### src/rtl/wb_arb_pkg.sv
// Shared types and sizing helpers for the Wishbone classic arbiter.
package wb_arb_pkg;

   // Arbiter FSM states.
   typedef enum logic [1:0] {
      IDLE    = 2'd0,
      GRANTED = 2'd1,
      ABORT   = 2'd2
   } arb_state_e;

   // Width of a controller index. It is never narrower than one bit.
   function automatic int idx_width(input int num_ctrl);
      return (num_ctrl > 1) ? $clog2(num_ctrl) : 1;
   endfunction

   // Width of the watchdog counter. It can hold the value timeout itself.
   function automatic int wd_width(input int timeout);
      return (timeout > 0) ? $clog2(timeout + 1) : 1;
   endfunction

endpackage

### src/rtl/wb_rr_picker.sv
// Round-robin request picker. The search starts one position past
// last_owner and wraps modulo NUM_CTRL. Returns a one-hot grant and its
// index. Both outputs are zero when no request is present.
module wb_rr_picker
   import wb_arb_pkg::*;
#(
   parameter int NUM_CTRL = 2,
   parameter int IDX_W    = idx_width(NUM_CTRL)
) (
   input  logic [NUM_CTRL-1:0] req,
   input  logic [IDX_W-1:0]    last_owner,
   output logic [NUM_CTRL-1:0] grant,
   output logic [IDX_W-1:0]    index
);

   int   cand;
   logic found;

   // Walk candidates last_owner+1 ... last_owner+NUM_CTRL and take the first requester.
   always_comb begin
      // NOTE: every variable gets a default before any conditional write, so no latch is inferred.
      grant = '0;
      index = '0;
      found = 1'b0;
      cand  = 0;
      for (int i = 1; i <= NUM_CTRL; i++) begin
         cand = int'(last_owner) + i;
         if (cand >= NUM_CTRL) cand = cand - NUM_CTRL;
         for (int k = 0; k < NUM_CTRL; k++) begin
            if (!found && (k == cand) && req[k]) begin
               found    = 1'b1;
               grant[k] = 1'b1;
               index    = IDX_W'(k);
            end
         end
      end
   end

endmodule

### src/rtl/wb_classic_arbiter.sv
// Wishbone classic arbiter. Several controllers share one device.
// Ownership is granted round-robin and then held for the whole bus cycle.
// A watchdog aborts transfers that the device never answers.
module wb_classic_arbiter
   import wb_arb_pkg::*;
#(
   parameter int NUM_CTRL       = 2,
   parameter int DAT_WIDTH      = 8,
   parameter int TIMEOUT_CYCLES = 16
) (
   input  logic                          clk_i,
   input  logic                          rst_ni,
   input  logic [NUM_CTRL-1:0]           c_cyc_i,
   input  logic [NUM_CTRL-1:0]           c_stb_i,
   input  logic [NUM_CTRL-1:0]           c_we_i,
   input  logic [NUM_CTRL*DAT_WIDTH-1:0] c_dat_i,
   output logic [NUM_CTRL-1:0]           c_ack_o,
   output logic [NUM_CTRL-1:0]           c_err_o,
   output logic [NUM_CTRL-1:0]           c_rty_o,
   output logic [DAT_WIDTH-1:0]          c_dat_o,
   output logic                          d_cyc_o,
   output logic                          d_stb_o,
   output logic                          d_we_o,
   output logic [DAT_WIDTH-1:0]          d_dat_o,
   input  logic                          d_ack_i,
   input  logic                          d_err_i,
   input  logic                          d_rty_i,
   input  logic [DAT_WIDTH-1:0]          d_dat_i,
   output logic [NUM_CTRL-1:0]           grant_o,
   output logic                          timeout_o
);

   localparam int                IDX_W    = idx_width(NUM_CTRL);
   localparam int                WD_W     = wd_width(TIMEOUT_CYCLES);
   localparam logic [WD_W-1:0]   WD_LIMIT = WD_W'(TIMEOUT_CYCLES);
   localparam logic [IDX_W-1:0]  LAST_RST = IDX_W'(NUM_CTRL - 1);

   arb_state_e           state_q, state_d;
   logic [IDX_W-1:0]     owner_q, owner_d;
   logic [IDX_W-1:0]     last_q, last_d;
   logic [WD_W-1:0]      wd_q, wd_d;

   logic [NUM_CTRL-1:0]  pick_gnt;
   logic [IDX_W-1:0]     pick_idx;

   logic                 own_cyc, own_stb, own_we;
   logic [DAT_WIDTH-1:0] own_dat;
   logic [NUM_CTRL-1:0]  owner_oh;
   logic                 stall;

   wb_rr_picker #(
      .NUM_CTRL (NUM_CTRL),
      .IDX_W    (IDX_W)
   ) u_picker (
      .req        (c_cyc_i),
      .last_owner (last_q),
      .grant      (pick_gnt),
      .index      (pick_idx)
   );

   // Select the current owner's request signals and decode its one-hot position.
   always_comb begin
      own_cyc  = 1'b0;
      own_stb  = 1'b0;
      own_we   = 1'b0;
      own_dat  = '0;
      owner_oh = '0;
      for (int k = 0; k < NUM_CTRL; k++) begin
         if (owner_q == IDX_W'(k)) begin
            own_cyc     = c_cyc_i[k];
            own_stb     = c_stb_i[k];
            own_we      = c_we_i[k];
            own_dat     = c_dat_i[k*DAT_WIDTH +: DAT_WIDTH];
            owner_oh[k] = 1'b1;
         end
      end
   end

   // Drive the device and the controller responses from the current state.
   always_comb begin
      d_cyc_o   = 1'b0;
      d_stb_o   = 1'b0;
      d_we_o    = 1'b0;
      d_dat_o   = '0;
      c_ack_o   = '0;
      c_err_o   = '0;
      c_rty_o   = '0;
      grant_o   = '0;
      timeout_o = 1'b0;
      c_dat_o   = d_dat_i;
      case (state_q)
         GRANTED: begin
            d_cyc_o = own_cyc;
            d_stb_o = own_stb;
            d_we_o  = own_we;
            d_dat_o = own_dat;
            c_ack_o = owner_oh & {NUM_CTRL{d_ack_i}};
            c_err_o = owner_oh & {NUM_CTRL{d_err_i}};
            c_rty_o = owner_oh & {NUM_CTRL{d_rty_i}};
            grant_o = owner_oh;
         end
         ABORT: begin
            c_err_o   = owner_oh;
            grant_o   = owner_oh;
            timeout_o = 1'b1;
         end
         default: ;
      endcase
   end

   // The device is being strobed and has not answered in this cycle.
   assign stall = d_cyc_o && d_stb_o && !d_ack_i && !d_err_i && !d_rty_i;

   // Next-state logic covers arbitration, the bus lock, the watchdog abort and release.
   always_comb begin
      state_d = state_q;
      owner_d = owner_q;
      last_d  = last_q;
      wd_d    = '0;
      case (state_q)
         IDLE: begin
            if (|pick_gnt) begin
               state_d = GRANTED;
               owner_d = pick_idx;
            end
         end
         GRANTED: begin
            if (!own_cyc) begin
               state_d = IDLE;
               last_d  = owner_q;
            end else if ((TIMEOUT_CYCLES != 0) && stall && (wd_q == WD_LIMIT)) begin
               state_d = ABORT;
            end else if ((TIMEOUT_CYCLES != 0) && stall) begin
               wd_d = wd_q + 1'b1;
            end
         end
         ABORT: begin
            if (own_cyc) begin
               state_d = GRANTED;
            end else begin
               state_d = IDLE;
               last_d  = owner_q;
            end
         end
         default: begin
            state_d = IDLE;
         end
      endcase
   end

   // State, ownership and watchdog registers. Reset favours controller 0 first.
   always_ff @(posedge clk_i or negedge rst_ni) begin
      if (!rst_ni) begin
         state_q <= IDLE;
         owner_q <= '0;
         last_q  <= LAST_RST;
         wd_q    <= '0;
      end else begin
         // NOTE: non-blocking assignments keep every register sampling pre-edge values.
         state_q <= state_d;
         owner_q <= owner_d;
         last_q  <= last_d;
         wd_q    <= wd_d;
      end
   end

endmodule

### config.mk
export PLATFORM = sky130hd
export DESIGN_NAME = wb_classic_arbiter
export DESIGN_NICKNAME = d
export VERILOG_FILES = /design/src/rtl/wb_arb_pkg.sv /design/src/rtl/wb_rr_picker.sv /design/src/rtl/wb_classic_arbiter.sv
export SDC_FILE = /design/constraint.sdc
export NUM_CORES = 1
export LEC_CHECK = 0
export ABC_AREA = 1
export CORE_MARGIN = 1.5
export CORE_UTILIZATION = 34
export DETAILED_ROUTE_END_ITERATION = 6
export PLACE_DENSITY = 0.78
export REMOVE_ABC_BUFFERS = 1
export SLEW_MARGIN = 30
export SYNTH_ARGS = -nofsm -noshare
export SYNTH_HDL_FRONTEND = slang
export SYNTH_SLANG_ARGS = --single-unit
### constraint.sdc
create_clock -name clk_i -period 1.92 [get_ports clk_i]
set_clock_uncertainty 0.2 [all_clocks]
set_input_delay 0.192 -clock clk_i [delete_from_list [all_inputs] [get_ports clk_i]]
set_output_delay 0.192 -clock clk_i [all_outputs]
set_load 0.05 [all_outputs]
==> metrics.txt, run 1 <==
clock root cell sky130_fd_sc_hd__clkbuf_4; nature of the critical path startpoint register; number of maximum-capacitance constraint violations 0; Clock Sinks 9; Fmax achieved 528 MHz; core outline area 2280 sq um; CP Buf/Inv Count 3; Seq/Total Area, Yosys 26.7%; Min Clock Period, post-route 1.89 ns; family with the most delay on the worst path flip-flops; number of global-route vias before repair 886; max_slew headroom 70.8%; Fill cells 162; data arrival time of the critical path 1.50 ns; antenna-violating nets left 0; Placed Cells 184; total wire length after detailed routing 2.76 mm; max-slew violations 0; Critical Path Sink Type output port; number of setup violations in the final report 0; Clock H-tree levels 1; delay of the slowest cell on the worst path 0.40 ns; final core utilization 70.8%; number of input and output port buffers inserted 46; hold buffer count at CTS 0; effective utilization at floorplan 37.2%; initial antenna violation count 0; required time reported for the critical path endpoint 1.53 ns; critical path peak fanout 4; Syn Inst Count 120; Final Hold Vio Count 0; Syn. warnings 0; maximum ir drop on the vdd rail 1.02 mV; cell mode on critical path sky130_fd_sc_hd__inv_1; count of non-filler cells in the finished layout 192; count of inserted antenna diode cells 0; Post-Syn Area 847 sq um; CTS tree done; part of the cycle the worst path needs 98.7%; area taken by multi-input logic gates 559 sq um; clock slew at reported path FFs 0.06 ns; ratio of cells with drive above 1 in the final layout 38.4%; net total in the final layout 206; path type of the worst setup path register to output port; slew of the pin with the lowest slew margin 0.437 ns; worst skew pair latency 0.26 ns; overall fraction of global-route tracks in use 19.1%; first-pass GRT wire length 3.93 mm; worst min-delay path category primary input to asynchronous set/reset pin; I/O pins 63; register cell area after layout 228 sq um; outcome complete, no violations; commonest cells after routing, fill and taps aside sky130_fd_sc_hd__nand2_1 (27), sky130_fd_sc_hd__clkdlybuf4s50_1 (26), sky130_fd_sc_hd__buf_12 (20); number of synthesized register bits 9; last weighted congestion value of the routability-driven placer 0.737; Area growth syn-to-layout 90.3%; total number of vias 930; TritonRoute pass-1 iters 5; drt wl/cell 14.4 microns; Horiz. Die Dim 52.9 microns; synthesized area per cell 7.06 sq um; total overflow reported by the global router 0; leading cell type in the layout, fill and taps excluded sky130_fd_sc_hd__nand2_1; RSZ-0062 raised after global routing true; post-synthesis cell type count 24; clock buffer depth 2; die height 52.9 microns; Detailed Place HPWL 2.02 mm; slowest cell on the critical path sky130_fd_sc_hd__dfrtp_1; maximum number of pins on one net before global-route repair 14; Leakage Power 0.699 nW; power per unit of standard cell area 1510 nW/um^2; Die Area 2800 sq um; via count normalized by instance count 4.84; initial drt markers 17; row count 17; DRC 0; crit path cell chain inv_1, ha_1, inv_1, nor2_2, buf_12; number of buffers created by CTS 3
[final cells by class]
type                    instances  area share (%)
clock buffers                   4            1.63
multi-input cells              85            34.7
flip-flops and latches          9            14.1
repair buffers                 52            43.8
well taps                      28            2.17
inverters                      14            3.57
[metal layers]
layer	up-vias	global-route usage (%)	part of all wire, %
met5	-	0	0
met4	0	6.41	0.83
met3	3	7.91	13
met2	57	32.5	47
met1	415	21.3	40
li1	455	-	-
[registers in the layout, summed over array words and instances (netlist names)]
| signal | flops |
|---|---|
| state_q | 2 |
| wd_q | 5 |
| owner_q | 1 |
| last_q | 1 |
[Yosys cell counts]
master                     count  area share [%]
sky130_fd_sc_hd__a21boi_1      1            0.89
sky130_fd_sc_hd__a21oi_1      13             7.7
sky130_fd_sc_hd__a21oi_2       1             1.0
sky130_fd_sc_hd__buf_2         2             1.2
sky130_fd_sc_hd__buf_4         8             7.1
sky130_fd_sc_hd__buf_6         2             2.7
sky130_fd_sc_hd__dfrtp_1       8              24
sky130_fd_sc_hd__dfstp_2       1             3.1
sky130_fd_sc_hd__ha_1          6             8.9
sky130_fd_sc_hd__inv_1        12             5.3
sky130_fd_sc_hd__inv_2         1            0.44
sky130_fd_sc_hd__inv_4         1            0.74
sky130_fd_sc_hd__nand2_1      28              12
sky130_fd_sc_hd__nand2_2       2             1.5
sky130_fd_sc_hd__nand2_4       1             1.3
sky130_fd_sc_hd__nand3_1       5             3.0
sky130_fd_sc_hd__nand3_2       3             3.5
sky130_fd_sc_hd__nor2_1       15             6.6
sky130_fd_sc_hd__nor2_2        1            0.74
sky130_fd_sc_hd__nor3_1        1            0.59
sky130_fd_sc_hd__o21ai_0       4             2.4
sky130_fd_sc_hd__o21bai_4      1             2.2
sky130_fd_sc_hd__xnor2_1       1             1.0
sky130_fd_sc_hd__xor2_1        2             2.1
[per-stage QoR]
step                      area (sq um)  power, W  TNS (ns)  setup slack [ns]  hold WS (ns)
after global placement            1470   0.00208         0             0.240         0.185
after CTS                         1520   0.00230    -0.163           -0.0259        0.0382
after global routing              1610   0.00257    -0.270           -0.0608        0.0568
after detailed placement          1470   0.00210         0             0.189         0.185
after floorplan                    754   0.00123     -1.90            -0.601        -0.304
final                             1610   0.00244         0            0.0252        0.0362
[what timing repair did]
| action | CTS | global route |
|---|---|---|
| cloned | 0 | 0 |
| setup buffers | 0 | 4 |
| resized for setup | 9 | 18 |
| setup endpoints to repair | 15 | 18 |
| pin swaps | 0 | 3 |
[report_power, final]
group	switching [W]	leakage, nW	internal, W
sequential	0.0000616	0.117	0.000233
combinational	0.00114	0.567	0.000863
clock	0.0000676	0.0150	0.0000802
[path summary, 6_finish.rpt]
kind	from	endpoint	slack (ns)	depth (start not counted)
max	state_q[0]	grant_o[0]	0.03	5
min	rst_ni	wd_q[0]	0.04	1
max reg2reg	state_q[0]	wd_q[2]	0.24	7
min reg2reg	wd_q[0]	wd_q[0]	0.30	1
max in group asynchronous	rst_ni	last_q	1.15	1
min in group clk_i	d_dat_i[0]	c_dat_o[0]	0.18	0
[kinds of logic (layout without fill, tap and decap cells)]
logic type / Yosys count / count (layout) / share of synthesized area [%]
buffers and inverters: 26 / 70 / 17.4
AND/OR/NAND/NOR: 56 / 56 / 29.7
adder cells (fa/ha/maj): 6 / 6 / 8.86
AO/OA/AOI/OAI: 20 / 20 / 14.2
flip-flops: 9 / 9 / 26.7
XOR/XNOR: 3 / 3 / 3.10
(Power assumes the default switching activity.)
==> run 2: changes to the inputs <==
- SLEW_MARGIN: 30 -> 20
==> results of run 2 <==
Same layout as run 1: the final DEF is identical, and so are final timing and power.
==> run 3: changes to the inputs <==
- CORE_UTILIZATION: 34 -> 35
- CTS_BUF_LIST: default -> sky130_fd_sc_hd__clkbuf_2 sky130_fd_sc_hd__clkbuf_4 sky130_fd_sc_hd__clkbuf_8
- PLACE_DENSITY: 0.78 -> 0.8
==> run 3 against run 2 <==
Effect of this change: clock power is 7% higher; sequential share of layout area is 0.12 points higher; total power hardly changed; register-to-register slack hardly changed; combinational power hardly changed.
==> metrics.txt, run 3 (same netlist as run 1, synthesis figures left out) <==
clock slew at reported path FFs 0.06 ns; Clock H-tree levels 1; worst skew pair latency 0.26 ns; initial drt markers 7; final-layout setup total negative slack 0 ns; core outline area 2250 sq um; Fill cells 151; die height 52.2 microns; number of global-route vias before repair 984; leading cell type in the layout, fill and taps excluded sky130_fd_sc_hd__nand2_1; Final Hold Vio Count 0; critical path peak fanout 4; slew of the pin with the lowest slew margin 0.397 ns; commonest cells after routing, fill and taps aside sky130_fd_sc_hd__nand2_1 (27), sky130_fd_sc_hd__clkdlybuf4s50_1 (26), sky130_fd_sc_hd__buf_12 (20); DRC 0; Die Area 2720 sq um; Area growth syn-to-layout 89.7%; Horiz. Die Dim 52.2 microns; part of the cycle the worst path needs 98.1%; clock root cell sky130_fd_sc_hd__clkbuf_4; row count 17; Fmax achieved 531 MHz; total number of vias 951; via count normalized by instance count 5.01; Clock Sinks 9; max-slew violations 0; path type of the worst setup path register to output port; number of buffers created by CTS 3; first-pass GRT wire length 4.18 mm; register bank with the most flops wd_q; data arrival time of the critical path 1.49 ns; maximum number of pins on one net before global-route repair 14; total wire length after detailed routing 2.76 mm; count of inserted antenna diode cells 0; Detailed Place HPWL 2.13 mm; ratio of cells with drive above 1 in the final layout 38.9%; max_slew headroom 73.4%; Critical Path Sink Type output port; initial antenna violation count 0; outcome complete, no violations; Top Registers wd_q: 5 flops, state_q: 2 flops; power per unit of standard cell area 1520 nW/um^2; net total in the final layout 204; effective utilization at floorplan 37.6%; last weighted congestion value of the routability-driven placer 0.739; number of setup violations in the final report 0; required time reported for the critical path endpoint 1.53 ns; antenna-violating nets left 0; CTS tree done; final core utilization 71.3%; worst min-delay path category primary input to asynchronous set/reset pin; number of maximum-capacitance constraint violations 0; total overflow reported by the global router 0; flip-flop count of the largest register after layout 5; hold buffer count at CTS 0; clock buffer depth 2; number of input and output port buffers inserted 46; Leakage Power 0.693 nW; I/O pins 63; overall fraction of global-route tracks in use 20.6%; drt wl/cell 14.5 microns; maximum ir drop on the vdd rail 0.936 mV; Min Clock Period, post-route 1.88 ns; TritonRoute pass-1 iters 4; nature of the critical path startpoint register
## run 3: cell types whose count changed in the layout (fill, tap and decap cells not counted), sizes merged
cell,before,now
buf,26,24
## run 3: final cells by class
cell class                      count  area [sq um]  share of cell area, %
Sequential cell                     9           229                   14.3
Tap cell                           28          35.0                   2.18
Timing Repair Buffer               50           691                   43.0
Multi-Input combinational cell     85           567                   35.3
Clock buffer                        4          30.0                   1.87
Inverter                           14          55.1                   3.43
## run 3: worst max-delay path: stages (launching register included)
cell and delay, ns:
sky130_fd_sc_hd__dfrtp_2 0.40, sky130_fd_sc_hd__inv_1 0.11, sky130_fd_sc_hd__ha_4 0.29, sky130_fd_sc_hd__nand2_1 0.06
sky130_fd_sc_hd__nor2_1 0.20, sky130_fd_sc_hd__buf_12 0.17
## run 3: power by group
part | leakage, nW | switching, W | total (W) | internal [W]
combinational | 0.559 | 0.00114 | 0.00198 | 0.000845
clock | 0.0184 | 0.0000637 | 0.000158 | 0.0000940
sequential | 0.116 | 0.0000659 | 0.000301 | 0.000235
## run 3: per-layer routing
| layer | up-vias | wire [microns] | global-route usage, % |
|---|---|---|---|
| li1 | 453 | - | - |
| met1 | 434 | 1040 | 20.8 |
| met2 | 59 | 1360 | 37.6 |
| met3 | 5 | 318 | 8.57 |
| met4 | 0 | 40 | 7.26 |
| met5 | - | 0 | 0 |
## run 3: what timing repair did
action,4_1_cts,5_1_grt
endpoints found under the setup margin,12,18
pin swaps,0,2
buffers inserted,0,1
resized for setup,9,17
## run 3: final timing paths
path                                  from          to  slack, ns  cells after the start
worst min-delay path                rst_ni     wd_q[2]       0.02                      1
worst max-delay path            state_q[0]  c_err_o[1]       0.04                      5
worst max register to register  state_q[1]     wd_q[4]       0.25                      7
min in group clk_i              d_dat_i[0]  c_dat_o[0]       0.18                      0
max in group asynchronous           rst_ni      last_q       1.18                      1
worst min register to register     wd_q[0]     wd_q[0]       0.31                      1
## run 3: metrics by stage
step	setup slack, ns	instances	area (sq um)	total power (W)	hold WS [ns]
after floorplan	-0.601	108	754	0.00123	-0.304
after global routing	-0.0210	190	1610	0.00257	0.0428
after detailed placement	0.186	185	1470	0.00212	0.185
final	0.0372	190	1610	0.00244	0.0211
after global placement	0.246	185	1470	0.00208	0.185
after CTS	-0.0420	189	1530	0.00233	0.0249
